$ cat src/rtl/axi4_lite_arb_pkg.sv
// Shared types and defaults for the AXI4-Lite manager arbiter.
package axi4_lite_arb_pkg;

   localparam int unsigned DEF_ADDR_W = 32;
   localparam int unsigned DEF_DATA_W = 32;

   typedef enum logic [1:0] {
      OKAY   = 2'b00,
      EXOKAY = 2'b01,
      SLVERR = 2'b10,
      DECERR = 2'b11
   } axi_resp_t;

   typedef enum logic [2:0] {
      IDLE,
      WR_AW_W,
      WR_B,
      RD_AR,
      RD_R,
      DRAIN
   } arb_state_t;

endpackage

$ cat src/rtl/axi4_lite_mgr_arbiter_rr_picker.sv
// Combinational round-robin picker: first requester after i_last_grant, wrapping.
module rr_picker #(
   parameter int unsigned NUM_REQ = 2,
   parameter int unsigned IDX_W   = 1
) (
   input  logic [NUM_REQ-1:0] i_req,
   input  logic [IDX_W-1:0]   i_last_grant,
   output logic [NUM_REQ-1:0] o_grant_c,
   output logic [IDX_W-1:0]   o_idx_c,
   output logic               o_valid_c
);

   logic [31:0] cand;

   always_comb begin
      o_grant_c = '0;
      o_idx_c   = '0;
      o_valid_c = 1'b0;
      cand      = '0;
      for (int unsigned i = 1; i <= NUM_REQ; i++) begin
         cand = (32'(i_last_grant) + i) % NUM_REQ;
         if (!o_valid_c && i_req[IDX_W'(cand)]) begin
            o_valid_c                = 1'b1;
            o_idx_c                  = IDX_W'(cand);
            o_grant_c[IDX_W'(cand)]  = 1'b1;
         end
      end
   end

endmodule

$ cat src/rtl/axi4_lite_mgr_arbiter.sv
// Round-robin arbiter sharing one AXI4-Lite manager port, one transaction in flight.
// Optional response watchdog with drain: define AXI4_LITE_MGR_ARBITER_TIMEOUT_EN.
module axi4_lite_mgr_arbiter
   import axi4_lite_arb_pkg::*;
#(
   parameter int unsigned NUM_REQ        = 2,
   parameter int unsigned ADDR_BIT_WIDTH = DEF_ADDR_W,
   parameter int unsigned DATA_BIT_WIDTH = DEF_DATA_W,
   parameter int unsigned TIMEOUT_CYCLES = 256
) (
   input  logic                                         i_clk,
   input  logic                                         i_sync_rst,
   input  logic [NUM_REQ-1:0]                           i_req_valid,
   output logic [NUM_REQ-1:0]                           o_req_ready,
   input  logic [NUM_REQ-1:0]                           i_req_wr,
   input  logic [NUM_REQ-1:0][ADDR_BIT_WIDTH-1:0]       i_req_addr,
   input  logic [NUM_REQ-1:0][DATA_BIT_WIDTH-1:0]       i_req_wdata,
   input  logic [NUM_REQ-1:0][DATA_BIT_WIDTH/8-1:0]     i_req_wstrb,
   output logic [NUM_REQ-1:0]                           o_rsp_valid,
   output logic [DATA_BIT_WIDTH-1:0]                    o_rsp_rdata,
   output logic [1:0]                                   o_rsp_resp,
   output logic                                         o_awvalid,
   input  logic                                         i_awready,
   output logic [ADDR_BIT_WIDTH-1:0]                    o_awaddr,
   output logic [2:0]                                   o_awprot,
   output logic                                         o_wvalid,
   input  logic                                         i_wready,
   output logic [DATA_BIT_WIDTH-1:0]                    o_wdata,
   output logic [DATA_BIT_WIDTH/8-1:0]                  o_wstrb,
   input  logic                                         i_bvalid,
   output logic                                         o_bready,
   input  logic [1:0]                                   i_bresp,
   output logic                                         o_arvalid,
   input  logic                                         i_arready,
   output logic [ADDR_BIT_WIDTH-1:0]                    o_araddr,
   output logic [2:0]                                   o_arprot,
   input  logic                                         i_rvalid,
   output logic                                         o_rready,
   input  logic [DATA_BIT_WIDTH-1:0]                    i_rdata,
   input  logic [1:0]                                   i_rresp
);

   localparam int unsigned IDX_W  = (NUM_REQ > 1) ? $clog2(NUM_REQ) : 1;
   localparam int unsigned STRB_W = DATA_BIT_WIDTH / 8;

   if (TIMEOUT_CYCLES < 2) begin : g_bad_timeout
      $error("TIMEOUT_CYCLES must be at least 2");
   end

   arb_state_t                state_q, state_d;
   logic [IDX_W-1:0]          last_grant_q, last_grant_d;   // also the owner of the in-flight transaction
   logic [ADDR_BIT_WIDTH-1:0] addr_q, addr_d;
   logic [DATA_BIT_WIDTH-1:0] wdata_q, wdata_d;
   logic [STRB_W-1:0]         wstrb_q, wstrb_d;
   logic                      awvalid_q, awvalid_d, wvalid_q, wvalid_d, bready_q, bready_d;
   logic                      arvalid_q, arvalid_d, rready_q, rready_d;
   logic [NUM_REQ-1:0]        rsp_valid_q, rsp_valid_d;
   logic [DATA_BIT_WIDTH-1:0] rsp_rdata_q, rsp_rdata_d;
   axi_resp_t                 rsp_resp_q, rsp_resp_d;
   logic [NUM_REQ-1:0]        pick_grant;
   logic [IDX_W-1:0]          pick_idx;
   logic                      pick_valid;
   logic                      aw_hs, w_hs, b_hs, ar_hs, r_hs;

   rr_picker #(.NUM_REQ(NUM_REQ), .IDX_W(IDX_W)) u_picker (
      .i_req        (i_req_valid),
      .i_last_grant (last_grant_q),
      .o_grant_c    (pick_grant),
      .o_idx_c      (pick_idx),
      .o_valid_c    (pick_valid)
   );

   assign aw_hs = awvalid_q && i_awready;
   assign w_hs  = wvalid_q && i_wready;
   assign b_hs  = bready_q && i_bvalid;
   assign ar_hs = arvalid_q && i_arready;
   assign r_hs  = rready_q && i_rvalid;

`ifdef AXI4_LITE_MGR_ARBITER_TIMEOUT_EN
   localparam int unsigned CNT_W = $clog2(TIMEOUT_CYCLES + 1);
   logic [CNT_W-1:0] tmo_cnt_q, tmo_cnt_d;
   logic             drain_done_q, drain_done_d;
`endif

   // Next-state and output computation
   always_comb begin
      state_d      = state_q;
      last_grant_d = last_grant_q;
      addr_d       = addr_q;
      wdata_d      = wdata_q;
      wstrb_d      = wstrb_q;
      awvalid_d    = awvalid_q;
      wvalid_d     = wvalid_q;
      bready_d     = bready_q;
      arvalid_d    = arvalid_q;
      rready_d     = rready_q;
      rsp_valid_d  = '0;
      rsp_rdata_d  = rsp_rdata_q;
      rsp_resp_d   = rsp_resp_q;
      o_req_ready  = '0;
`ifdef AXI4_LITE_MGR_ARBITER_TIMEOUT_EN
      tmo_cnt_d    = '0;
      drain_done_d = drain_done_q;
`endif
      unique case (state_q)
         IDLE: begin
            if (pick_valid && !i_sync_rst) begin
               o_req_ready  = pick_grant;
               last_grant_d = pick_idx;
               addr_d       = i_req_addr[pick_idx];
               wdata_d      = i_req_wdata[pick_idx];
               wstrb_d      = i_req_wstrb[pick_idx];
               if (i_req_wr[pick_idx]) begin
                  awvalid_d = 1'b1;
                  wvalid_d  = 1'b1;
                  state_d   = WR_AW_W;
               end else begin
                  arvalid_d = 1'b1;
                  state_d   = RD_AR;
               end
            end
         end
         WR_AW_W: begin
            if (aw_hs) awvalid_d = 1'b0;
            if (w_hs)  wvalid_d  = 1'b0;
            if (!awvalid_d && !wvalid_d) begin
               bready_d = 1'b1;
               state_d  = WR_B;
            end
         end
         WR_B: begin
            if (b_hs) begin
               bready_d                  = 1'b0;
               rsp_valid_d[last_grant_q] = 1'b1;
               rsp_rdata_d               = '0;
               rsp_resp_d                = axi_resp_t'(i_bresp);
               state_d                   = IDLE;
            end
         end
         RD_AR: begin
            if (ar_hs) begin
               arvalid_d = 1'b0;
               rready_d  = 1'b1;
               state_d   = RD_R;
            end
         end
         RD_R: begin
            if (r_hs) begin
               rready_d                  = 1'b0;
               rsp_valid_d[last_grant_q] = 1'b1;
               rsp_rdata_d               = i_rdata;
               rsp_resp_d                = axi_resp_t'(i_rresp);
               state_d                   = IDLE;
            end
         end
`ifdef AXI4_LITE_MGR_ARBITER_TIMEOUT_EN
         DRAIN: begin
            if (aw_hs) awvalid_d = 1'b0;
            if (w_hs)  wvalid_d  = 1'b0;
            if (ar_hs) arvalid_d = 1'b0;
            drain_done_d = drain_done_q || b_hs || r_hs;
            if (!awvalid_d && !wvalid_d && !arvalid_d && drain_done_d) begin
               bready_d = 1'b0;
               rready_d = 1'b0;
               state_d  = IDLE;
            end
         end
`endif
         default: state_d = IDLE;
      endcase
`ifdef AXI4_LITE_MGR_ARBITER_TIMEOUT_EN
      // Watchdog: abandon the stalled stage with SLVERR, then drain the late handshakes
      if (state_q inside {WR_AW_W, WR_B, RD_AR, RD_R}) begin
         if (aw_hs || w_hs || b_hs || ar_hs || r_hs) begin
            tmo_cnt_d = '0;
         end else if (tmo_cnt_q == CNT_W'(TIMEOUT_CYCLES - 1)) begin
            rsp_valid_d[last_grant_q] = 1'b1;
            rsp_rdata_d               = '0;
            rsp_resp_d                = SLVERR;
            bready_d                  = state_q inside {WR_AW_W, WR_B};
            rready_d                  = state_q inside {RD_AR, RD_R};
            drain_done_d              = 1'b0;
            state_d                   = DRAIN;
         end else begin
            tmo_cnt_d = tmo_cnt_q + CNT_W'(1);
         end
      end
`endif
   end

   always_ff @(posedge i_clk) begin
      if (i_sync_rst) begin
         state_q      <= IDLE;
         last_grant_q <= IDX_W'(NUM_REQ - 1);
         addr_q       <= '0;
         wdata_q      <= '0;
         wstrb_q      <= '0;
         awvalid_q    <= 1'b0;
         wvalid_q     <= 1'b0;
         bready_q     <= 1'b0;
         arvalid_q    <= 1'b0;
         rready_q     <= 1'b0;
         rsp_valid_q  <= '0;
         rsp_rdata_q  <= '0;
         rsp_resp_q   <= OKAY;
      end else begin
         state_q      <= state_d;
         last_grant_q <= last_grant_d;
         addr_q       <= addr_d;
         wdata_q      <= wdata_d;
         wstrb_q      <= wstrb_d;
         awvalid_q    <= awvalid_d;
         wvalid_q     <= wvalid_d;
         bready_q     <= bready_d;
         arvalid_q    <= arvalid_d;
         rready_q     <= rready_d;
         rsp_valid_q  <= rsp_valid_d;
         rsp_rdata_q  <= rsp_rdata_d;
         rsp_resp_q   <= rsp_resp_d;
      end
   end

`ifdef AXI4_LITE_MGR_ARBITER_TIMEOUT_EN
   always_ff @(posedge i_clk) begin
      if (i_sync_rst) begin
         tmo_cnt_q    <= '0;
         drain_done_q <= 1'b0;
      end else begin
         tmo_cnt_q    <= tmo_cnt_d;
         drain_done_q <= drain_done_d;
      end
   end
`endif

   // Responses outside their acceptance window are ignored but flagged
   always_ff @(posedge i_clk) begin
      if (!i_sync_rst) begin
         assert (!(i_bvalid && !bready_q)) else $error("bvalid seen outside B phase");
         assert (!(i_rvalid && !rready_q)) else $error("rvalid seen outside R phase");
      end
   end

   assign o_rsp_valid = rsp_valid_q;
   assign o_rsp_rdata = rsp_rdata_q;
   assign o_rsp_resp  = rsp_resp_q;
   assign o_awvalid   = awvalid_q;
   assign o_awaddr    = addr_q;
   assign o_awprot    = 3'b000;
   assign o_wvalid    = wvalid_q;
   assign o_wdata     = wdata_q;
   assign o_wstrb     = wstrb_q;
   assign o_bready    = bready_q;
   assign o_arvalid   = arvalid_q;
   assign o_araddr    = addr_q;
   assign o_arprot    = 3'b000;
   assign o_rready    = rready_q;

endmodule

$ cat config.mk
export PLATFORM = sky130hd
export DESIGN_NAME = axi4_lite_mgr_arbiter
export DESIGN_NICKNAME = d
export VERILOG_FILES = /design/src/rtl/axi4_lite_arb_pkg.sv /design/src/rtl/axi4_lite_mgr_arbiter_rr_picker.sv /design/src/rtl/axi4_lite_mgr_arbiter.sv
export SDC_FILE = /design/constraint.sdc
export NUM_CORES = 1
export LEC_CHECK = 0
export CAP_MARGIN = 10
export CORE_AREA = 2 2 174 108
export DETAILED_ROUTE_END_ITERATION = 10
export DIE_AREA = 0 0 176 110
export HOLD_SLACK_MARGIN = 0.02
export PLACE_DENSITY_LB_ADDON = 0.1
export SKIP_CTS_REPAIR_TIMING = 1
export SYNTH_ARGS = -nofsm -noshare
export SYNTH_HDL_FRONTEND = slang
export SYNTH_SLANG_ARGS = --single-unit
export TNS_END_PERCENT = 5
$ cat constraint.sdc
create_clock -name i_clk -period 2.8 [get_ports i_clk]
set_input_delay 0.42 -clock i_clk [delete_from_list [all_inputs] [get_ports i_clk]]
set_output_delay 0.42 -clock i_clk [all_outputs]
set_load 0.01 [all_outputs]
==> metrics.yaml <==
layout:
  num_antenna_cells: 0
  filler_cell_count: 1584
  design.final.nets: 1010
  final-instance-count-excl-fill: 1080
  finalCoreUtilization: 0.507
  multiInputGateArea_sq_um: 2460
  post_synthesis_to_final_layout_area_growth_pct: 72.7
  post_route_cells_drive_above_1_share: 0.0512
  seq_area_sq_um: 2260
routing:
  routed_wire_length_microns: 17300
  detailroute.via_count: 4966
  remaining_antenna_violation_count: 0
  drc_errors: 0
  met1Wirelength_microns: 6750
  drt_pre_antenna_iters: 4
  route.met2.wl_microns: 8600
  route.met3.wl_microns: 1620
  drt-wirelength-per-cell_microns: 16.0
  first_iter_violations: 191
  top_layer: "met4"
  viasPerCell: 4.60
timing:
  final_slew_violations: 0
  max_slew.worst_pin.slew_ns: 1.12
  finalSetupViolCount: 0
  rsz0062_at_grt: "no"
  report.final.hold_viol_count: 0
  slew_headroom: 0.253
  max_freq_mhz: 380
  setup_tns_ns: 0
  final_min_period_over_clock_period: 0.939
  worst_clock_skew_ns: 0.00704
  post-route-min-period_ns: 2.63
floorplan:
  dieWidth_microns: 176
  die_area_sq_um: 19400
  initial_utilization: 0.294
  dieHeight_microns: 110
  design.core.area_sq_um: 17700
  rows: 38
  floorplan.io_pins: 332
power_and_ir_drop:
  power.net_switching_mw: 1.81
  seqPwrFrac: 0.335
  p_leak_nw: 3.17
  clockPowerShare: 0.357
  power_report.internal_total_mw: 4.58
  irDropWorstVdd_mv: 0.346
  power_switching_share: 0.283
  p_per_area_nw_per_um2: 711
  power_frac_comb: 0.308
clocking:
  cts_buffers: 17
  cts_htree_levels: 4
  cts.sinks: 113
  clkLatencyLatePin_ns: 0.41
  clk_path_buf_depth: 2
  clockRootBuffer: "sky130_fd_sc_hd__clkbuf_16"
  worst_setup_hold_path_clk_slew_ns: 0.05
  tritoncts: "yes"
synthesis:
  post-synth-top-area-fraction: 0.435
  synth.largest_area_cell: "sky130_fd_sc_hd__dfxtp_1"
  synthesis.area_per_instance_sq_um: 9.35
  synth_edf_count: 0
  syn-cell-area_sq_um: 5210
  dominantRegCellSynth: "sky130_fd_sc_hd__dfxtp_1"
  ys_ff_latch: 113
  synth.cells.most_frequent: "sky130_fd_sc_hd__dfxtp_1, sky130_fd_sc_hd__mux2i_1, sky130_fd_sc_hd__nand3b_1, sky130_fd_sc_hd__o21ai_0, sky130_fd_sc_hd__buf_4"
  synth_sequential_area_ratio: 0.435
  syn_inst: 557
  yosysWarningCount: 0
  top_count_cell_post_synth: "sky130_fd_sc_hd__dfxtp_1"
  post_synth_num_cell_types: 37
  async_reset_ff_frac: 0
  synth.area.top_cells: "sky130_fd_sc_hd__dfxtp_1, sky130_fd_sc_hd__mux2i_1, sky130_fd_sc_hd__nand3b_1"
critical_path:
  criticalPathCategory: "register to output pin"
  critical_path.max_fanout: 12
  end_kind: "output pin"
  startpoint_type: "register"
  critical_path_required_ns: 2.38
  worst-endpoint-arrival_ns: 2.21
  crit_chain: "nor4_2 -> and3_1 -> clkdlybuf4s50_1"
  timing.critical_path.slowest_cell_delay_ns: 0.58
  worst_path_max_delay_cell: "sky130_fd_sc_hd__clkdlybuf4s50_1"
  worstSetupStartpoint: "state_q[0]$_SDFFE_PP0P_"
  crit-reg2reg-launch: "state_q[0]$_SDFFE_PP0P_"
grt:
  gr-usage-all-layers: 0.177
  grt_start_max_net_pins: 141
  grt_pass1_vias: 4938
  wire_length_of_the_first_global_routing_pass_microns: 26200
  grt_total_ovfl: 0
  number_of_antenna_violations_at_the_first_check_in_global_routing: 0
place:
  buffer_ports.inserted: 325
  place_inst: 1048
  gpl.final_weighted_congestion: 0.770
  detailedPlacementHpwl_microns: 12400
outcome:
  outcome: "finished, final reports clean"
worst_hold_path:
  hold_path.startpoint: "o_rsp_rdata[1]$_SDFFE_PP0P_"
  hold_path.class: "register to register"
flow_run:
  drv.max_cap_violation_count: 0
[path summary, 6_finish.rpt]
kind	to	slack [ns]	depth (start not counted)
max	o_req_ready[0]	0.17	3
min	o_rsp_rdata[1]$_SDFFE_PP0P_	0.47	2
max reg2reg	o_awvalid$_SDFFE_PP0P_	0.91	5
min reg2reg	o_rsp_rdata[1]$_SDFFE_PP0P_	0.47	2
[through the flow]
step                power, mW  cell area, sq um  hold slack [ns]  worst slack [ns]
finish                   6.39              8990            0.466             0.171
global placement         4.12              8370            0.453             0.360
floorplan                3.10              5230            0.489              1.10
detailed placement       4.16              8370            0.463             0.290
global route             6.73              8990            0.490            0.0899
CTS                      6.49              8990            0.468             0.122
[registers in the layout, indices dropped and copies added (netlist names), 2 cells and up]
signal	flops
o_rsp_rdata	32
o_rsp_valid	2
o_wdata	32
o_wstrb	4
state_q	3
o_rsp_resp	2
o_araddr	32
[placed cells by master, fill, tap and decap left out, drive strengths merged, types with 3 or more instances in the layout]
cell           count
nand3             34
a21oi             39
nand2              5
buf                7
o21ai             73
conb               6
mux2i             71
clkinv             5
nor2               4
dfxtp            113
nor2b              3
a211oi             3
nand2b            36
clkbuf            21
inv                4
nand3b            69
bufinv             4
clkdlybuf4s50    324
[layout make-up]
| type | instances | share of cell area |
|---|---|---|
| timing repair buffer | 331 | 0.370 |
| clock buffer | 21 | 0.0512 |
| inverter | 4 | 0.00167 |
| tap | 240 | 0.0334 |
| clock inverter | 11 | 0.0178 |
| multi-input combinational | 360 | 0.274 |
| sequential | 113 | 0.252 |
[metal layers]
layer	track usage	vias up
met5	0	-
met4	0.0720	0
met3	0.0772	20
met2	0.314	199
met1	0.186	2284
li1	-	2463
[critical path: cells and delay by family (launching register included)]
kind	cells	cell delay, ns
buffers and inverters	1	0.58
flip-flops	1	0.45
AND/OR/NAND/NOR	2	0.76
[power groups by stage]
stage | Clock, mW | Combinational [mW] | Sequential (mW)
3_5_place_dp | 0 | 1.98 | 2.17
4_1_cts | 2.35 | 1.99 | 2.14
6_report | 2.28 | 1.97 | 2.14
3_3_place_gp | 0 | 1.96 | 2.15
2_1_floorplan | 0 | 0.849 | 2.25
5_1_grt | 2.43 | 2.12 | 2.18
[logic make-up (layout without fill, tap and decap cells)]
logic type / Yosys count / after routing / synth area share
AOI/OAI and AO/OA: 123 / 123 / 0.127
buffers and inverters: 89 / 367 / 0.102
DFF: 113 / 113 / 0.435
muxes: 71 / 71 / 0.137
other: 1 / 6 / 0.000720
and+or+nand+nor: 160 / 160 / 0.199
Note: power is estimated with default switching activity, not from simulation.
